[src/rtl/hwag_tooth_capture.sv]
// hwag_tooth_capture: crank tooth synchroniser, period capture, gap detection and tooth tracking.
// Tooth events are timed with a saturating counter; saturation stalls the engine back to IDLE.
module hwag_tooth_capture #(
    parameter int WIDTH    = 24,
    parameter int TEETH    = 58,
    parameter int TN_WIDTH = 6
) (
    input  logic                clk,
    input  logic                rst,
    input  logic                vr_in,
    input  logic                edge_sel,
    output logic [WIDTH-1:0]    cap0,
    output logic [WIDTH-1:0]    cap1,
    output logic                gap,
    output logic [TN_WIDTH-1:0] tooth_num,
    output logic                sync,
    output logic                cap_stb,
    output logic                div_start,
    output logic                sync_err,
    output logic                stall
);
    localparam logic [WIDTH-1:0]    MAX  = '1;
    localparam logic [TN_WIDTH-1:0] LAST = TN_WIDTH'(TEETH - 1);

    typedef enum logic [1:0] {IDLE, PRIME, SEARCH, SYNC} state_t;

    state_t              state, state_n;
    logic                s1, s2, s3;
    logic [WIDTH-1:0]    tmr;
    logic [TN_WIDTH-1:0] tn_n;
    logic                evt, cap, gap_n, err_n, sat;

    assign evt       = edge_sel ? (s3 & ~s2) : (s2 & ~s3);
    // sat covers the edge on which tmr arrives at MAX as well as sitting there
    assign sat       = ~evt & (tmr >= MAX - 1'b1);
    assign cap       = evt & (tmr != MAX) & (state != IDLE);
    assign gap_n     = (state != PRIME) & ({1'b0, tmr} > {cap0, 1'b0});
    assign sync      = state == SYNC;
    assign div_start = (state == SEARCH || state == SYNC) & ~cap_stb;

    always_comb begin
        state_n = state;
        tn_n    = tooth_num;
        err_n   = 1'b0;
        if (evt && (tmr == MAX || state == IDLE)) begin
            state_n = PRIME;
        end else if (evt) begin
            if (state == PRIME) begin
                state_n = SEARCH;
            end else if (gap_n) begin
                state_n = SYNC;
                tn_n    = '0;
                err_n   = state == SYNC && tooth_num != LAST;
            end else if (state == SYNC && tooth_num == LAST) begin
                state_n = SEARCH;
                err_n   = 1'b1;
            end else if (state == SYNC) begin
                tn_n = tooth_num + 1'b1;
            end
        end else if (sat) begin
            state_n = IDLE;
            tn_n    = '0;
        end
    end

    always_ff @(posedge clk or negedge rst) begin
        if (!rst) begin
            {s3, s2, s1} <= '0;
            tmr          <= '0;
            state        <= IDLE;
            tooth_num    <= '0;
            cap0         <= '0;
            cap1         <= '0;
            gap          <= 1'b0;
            cap_stb      <= 1'b0;
            sync_err     <= 1'b0;
            stall        <= 1'b0;
        end else begin
            {s3, s2, s1} <= {s2, s1, vr_in};
            tmr          <= evt ? WIDTH'(1) : (tmr == MAX ? tmr : tmr + 1'b1);
            state        <= state_n;
            tooth_num    <= tn_n;
            cap_stb      <= cap;
            sync_err     <= err_n;
            stall        <= evt ? 1'b0 : (sat | stall);
            if (cap) begin
                cap1 <= cap0;
                cap0 <= tmr;
                gap  <= gap_n;
            end else if (sat) begin
                cap0 <= '0;
                cap1 <= '0;
                gap  <= 1'b0;
            end
        end
    end
endmodule
[config.mk]
export PLATFORM = sky130hd
export DESIGN_NAME = hwag_tooth_capture
export DESIGN_NICKNAME = d
export VERILOG_FILES = /design/src/rtl/hwag_tooth_capture.sv
export SDC_FILE = /design/constraint.sdc
export NUM_CORES = 1
export LEC_CHECK = 0
export ABC_CLOCK_PERIOD_IN_PS = 3500
export CORE_MARGIN = 4
export CORE_UTILIZATION = 40
export DETAILED_ROUTE_END_ITERATION = 8
export DONT_BUFFER_PORTS = 1
export GPL_ROUTABILITY_DRIVEN = 0
export GPL_TIMING_DRIVEN = 0
export PLACE_DENSITY = 0.52
export SYNTH_ARGS = -nofsm -noshare
export SYNTH_HDL_FRONTEND = slang
export SYNTH_SLANG_ARGS = --single-unit
[constraint.sdc]
create_clock -name clk -period 3.5 [get_ports clk]
set_input_delay 0.525 -clock clk [delete_from_list [all_inputs] [get_ports clk]]
set_output_delay 0.525 -clock clk [all_outputs]
set_load 0.01 [all_outputs]
# Yosys cells after proc, flatten, opt, wreduce, memory -nomap -nowiden
# Index checks and enable logic that the tools add are counted.
[op_classes]
eq_ne = 13
mux = 26
addsub = 2
reduce_logical = 12
n_bitwise = 13
n_lt_le_gt_ge = 2
[op_table]
columns = ["cell", "n"]
rows = [
  ["24-bit 2-to-1 mux", 5],
  ["6-bit 2-to-1 mux", 6],
  ["24-bit by 25-bit > comparator with 1-bit output", 1],
  ["24-bit by 1-bit adder with 24-bit output, second input constant", 1],
  ["24-bit equality test, second input constant", 1],
  ["24-bit greater-or-equal comparator, second input constant", 1],
  ["24-bit != test, second input constant", 1],
  ["2-bit 2-to-1 mux", 6],
  ["1-bit 2-to-1 mux", 9],
  ["1-bit AND", 7],
  ["6-bit by 1-bit adder with 6-bit output, second input constant", 1],
  ["6-bit equality test, second input constant", 1],
  ["6-bit != test, second input constant", 1],
  ["2-bit nonzero test", 3],
  ["5-bit by 1-bit != test with 1-bit output, second input constant", 1],
  ["1-bit inverter", 5],
  ["5-bit AND reduction", 1],
  ["2-bit equality test, second input constant", 2],
  ["2-bit != test, second input constant", 2],
  ["1-bit logical AND", 3],
  ["3-bit by 2-bit != test with 1-bit output, second input constant", 1],
  ["3-bit != test, second input constant", 1],
  ["3-bit nonzero test", 1],
  ["2-bit by 1-bit equality test with 1-bit output, second input constant", 1],
  ["5 further kinds", 6],
]
[word_totals]
out_inout_bits = 60
elab_cells = 80
reg_bits = 87
inputBits = 4

# Logic depth before layout (Yosys ltp)
[logic_depth]
ltp_word = 8
mapped_depth = 12

# Worst setup path after synthesis
# Ideal clock, no wire load.
[synth_path]
path_kind = "reg-to-reg"
from = "reg tmr[1]"
to = "reg tooth_num[4]"
t_arrival_ps = 2485
setup_slack_ps = 894
period_less_slack_ps = 2606
required_ps = 3379
path_stages_with_launch = 13
path_buffers = 4
setup_ps = 121
path_cell_list = "dfrtp_1 -> ha_1 -> inv_1 -> or4_1 -> buf_2 -> or2_1 -> buf_2 -> o211a_1 -> buf_2 -> a21oi_4 -> buf_4 -> nor2_1 -> a22o_1"
[synth_between]
elab_chain_cells = 5
elab_cells_between_ends = 15
cone_classes = "order compare: 2; eq/ne: 3; mux: 3; bitwise: 3; reduce/logical: 4"
[synth_rtl]
columns = ["element", "line_no", "text"]
rows = [
  ["start, declared", "29", "logic [WIDTH-1:0] tmr;"],
  ["start signal, assigned", "80", "tmr <= evt ? WIDTH'(1) : (tmr == MAX ? tmr : tmr + 1'b1);"],
  ["24-bit by 25-bit > comparator with 1-bit output or 24-bit equality test (tied branches)", "37, 45", ""],
  ["1-bit AND or 1-bit logical OR (tied branches)", "37, 45", ""],
  ["6-bit 2-to-1 mux or 1-bit logical AND (tied branches)", "50, 45", ""],
  ["6-bit 2-to-1 mux or 1-bit inverter (tied branches)", "--", ""],
  ["6-bit 2-to-1 mux or 5-bit AND reduction (tied branches)", "--", ""],
  ["end signal, assigned", "82", "tooth_num <= tn_n;"],
  ["end, declared", "15", "output logic [TN_WIDTH-1:0] tooth_num,"],
]
# Parallel ways exist; a longest one is shown, timed or not. The select of a mux whose other input is x is not followed.
# A chain may end at the register's enable or synchronous reset.

# Final worst setup path
[layout_path]
from = "reg tmr[0]"
to = "reg cap1[22]"
[layout_between]
elab_chain_cells = 4
elab_cells_between_ends = 7
cone_classes = "order compare: 1; eq/ne: 1; mux: 1; bitwise: 3; reduce/logical: 1"
[layout_rtl]
columns = ["element", "line_no", "text"]
rows = [
  ["parallel branches: the longest is 4 deep, another holds 24-bit greater-or-equal comparator", "--", ""],
  ["end signal, assigned", "87", "cap1 <= cap0;"],
  ["end, declared", "13", "output logic [WIDTH-1:0] cap1,"],
]
# Parallel ways; which one is timed is not known.

==> flow_metrics.tcl <==
set metrics [dict create \
    ff_latch_area_um2 2177 \
    io_pins 64 \
    synthDistinctLibCells 44 \
    port_buffers 0 \
    top_usage_layer "met2" \
    maxClockFrequency_mhz 337.8 \
    nets 439 \
    slew_headroom_pct 54.71 \
    fin_ws_ps 539.5 \
    netlist_top_cells_count "87 x dfrtp_1, 53 x a22o_1, 39 x nor2_1, 29 x inv_1, 27 x ha_1" \
    cts_resized 0 \
    slowest_delay_ps 500 \
    synth.top_cell.area_share_pct 51.39 \
    synth_most_common_cell "dfrtp_1" \
    synthArstFlopShare_pct 100.0 \
    core_um2 10320 \
    syn_to_final_growth_pct 9.126 \
    synth-main-ff-cell "dfrtp_1" \
    crit_top_cell "buf_2" \
    grtUsageMet3_pct 5.022 \
    post-cts-setup-buffers 0 \
    slowest_stage "or4_1" \
    syn_area_um2 4237 \
    avgSynthCellArea_um2 10.70 \
    grt_use_total_pct 16.50 \
    grt_pass1_vias 3071 \
    cp.depth 12 \
    yosysTopAreaCell "dfrtp_1" \
    cp.arrival_ps 3260 \
    critPathRequiredTime_ps 3800 \
    dieHeight_um 110.9 \
    critPathKind "reg -> reg" \
    ys_seq_elements 87 \
    root_buffer "clkbuf_8" \
    vdd_ir_drop_max_mv 0.2732 \
    cts_tree "done" \
    holdBufCountCts 1 \
    path_cells "ha_1, inv_1, or4_1, buf_2, or2_1, buf_2, o211a_1, buf_2, a21oi_4, buf_4, buf_4, a22o_1" \
    antenna_found_initial 0 \
    cp-end-kind "flop" \
    grt_max_degree 88 \
    grt_pass1_wl_um 16370 \
    synth_warnings 0 \
    fin_crit_sh_pct 84.59 \
    fillers 996 \
    p_leak_nw 2.111 \
    clock_path_buffers 2 \
    vias_per_cell 5.485 \
    dieArea_um2 12300 \
    finClkSkew_ps 11.45 \
    drv_slew 0 \
    clock-sinks 87 \
    detail-route-antenna-nets 0 \
    fp.dieW_um 110.9 \
    grt_util_met2_pct 25.97 \
    powerDensity_nw_per_um2 525.4 \
    post-dp-hpwl_um 6996 \
    critPathLaunchType "flop" \
    first_pass_iters 4 \
    grt_overflow 0 \
    r2r_cells 12 \
    clk_latency_ps 360 \
    finalSetupTns_ps 0 \
    drv_cap 0 \
    hold_violations 0 \
    setup_viol 0 \
    cts_buffers 9 \
    crit_buf_inv 6 \
    path_clk_slew_ps 100 \
    drt_wl_total_um 9825 \
    drtIter0Drc 153 \
    syn_inst 396 \
    fin_crit_ps 2961 \
    cp_top_family "buffers and inverters" \
    tightest_slew_ps 679.3 \
    grt_use_met1_pct 22.46 \
    h-tree-depth 3 \
    layout-drive-gt1-share_pct 7.022 \
    synth-seq-area-share_pct 51.39 \
    hold_class "in -> async" \
    avgRoutedWirePerCell_um 17.90 \
    run_status "finished clean" \
    route.vias.total 3011 \
    multi_input_area_um2 1859 \
    row_count 37 \
    start_util_pct 41.04 \
    crit_fanout 10 \
    synth_area_leaders "dfrtp_1 51%, a22o_1 11%, ha_1 8.0%" \
    crit_path_start "tmr[0]" \
    r2r_start "tmr[0]" \
    drcViolationCount 0 \
    hold_ws_ps 72.41 \
    synth.net_count 427 \
    synth_edf_count 0 \
    post-place-ws_ps 552.1 \
    num_antenna_cells 0 \
    grt_setup_unrepaired "no" \
]
worst paths after layout:
kind	endpoint	slack, ps
max in group asynchronous	tmr[1]	3100
worst min register to register	s2	350
min in group clk	s1	190
worst max register to register	cap1[22]	540
worst max-delay path	cap1[22]	540
worst min-delay path	cap1[10]	70
worst reg2reg max path, delay by kind of cell, from the launching register on:
family | cells | cell delay [ps]
AO/OA/AOI/OAI | 3 | 460
AND/OR/NAND/NOR | 2 | 720
buffers and inverters | 6 | 1000
adder cells (fa/ha/maj) | 1 | 240
flip-flops | 1 | 480
cells in the final DEF, fill, tap and decap left out, drive strengths merged, types with 6 or more instances in the layout:
master / instances
inv: 31
nand2: 22
ha: 27
o21ai: 11
a22o: 53
nor2: 39
xor2: 13
nand4: 14
buf: 10
clkbuf: 19
nor3: 6
dfrtp: 87
a21oi: 13
xnor2: 9
nand3: 7
logic make-up after synthesis:
family,Yosys count,synth area share (%)
adder cells (fa/ha/maj),27,7.974
AND/OR/NAND/NOR,118,14.03
buffers and inverters,47,4.725
AO/OA/AOI/OAI,95,17.34
flip-flops,87,51.39
XOR/XNOR,22,4.548
report_power, final:
group	switching, W	internal, W	total (W)
Combinational	0.000310	0.000203	0.000514
Clock	0.000382	0.000286	0.000668
Sequential	0.000148	0.00110	0.00125
Total	0.000840	0.00159	0.00243
metrics by stage:
stage / cell area, um2 / total power, W / instances / utilization [%]
4_1_cts: 4623 / 0.002477 / 549 / 44.78
6_report: 4623 / 0.002429 / 549 / 44.78
5_1_grt: 4623 / 0.002597 / 549 / 44.78
3_5_place_dp: 4407 / 0.001762 / 532 / 42.69
2_1_floorplan: 4237 / 0.001607 / 396 / -
3_3_place_gp: 4407 / 0.001754 / 532 / 42.69
layer usage:
metal | part of all wire, % | wire, um
met1 | 47 | 4649
met5 | 0 | 0
met2 | 46 | 4494
met4 | 1.0 | 100
met3 | 5.9 | 580
registers in the layout, summed over array words and instances (netlist names):
name       cells
cap0          24
cap1          24
cap_stb        1
gap            1
s1             1
s2             1
s3             1
stall          1
state          2
sync_err       1
tmr           24
tooth_num      6
layout make-up:
class / instances / area share (%)
plain buffers: 18 / 1.976
well taps: 136 / 3.681
clock inverters: 6 / 1.110
multi-input cells: 262 / 40.22
flip-flops and latches: 87 / 47.09
clock buffers: 10 / 2.977
inverters: 29 / 2.355
repair buffers: 1 / 0.5954
(Power assumes the default switching activity.)
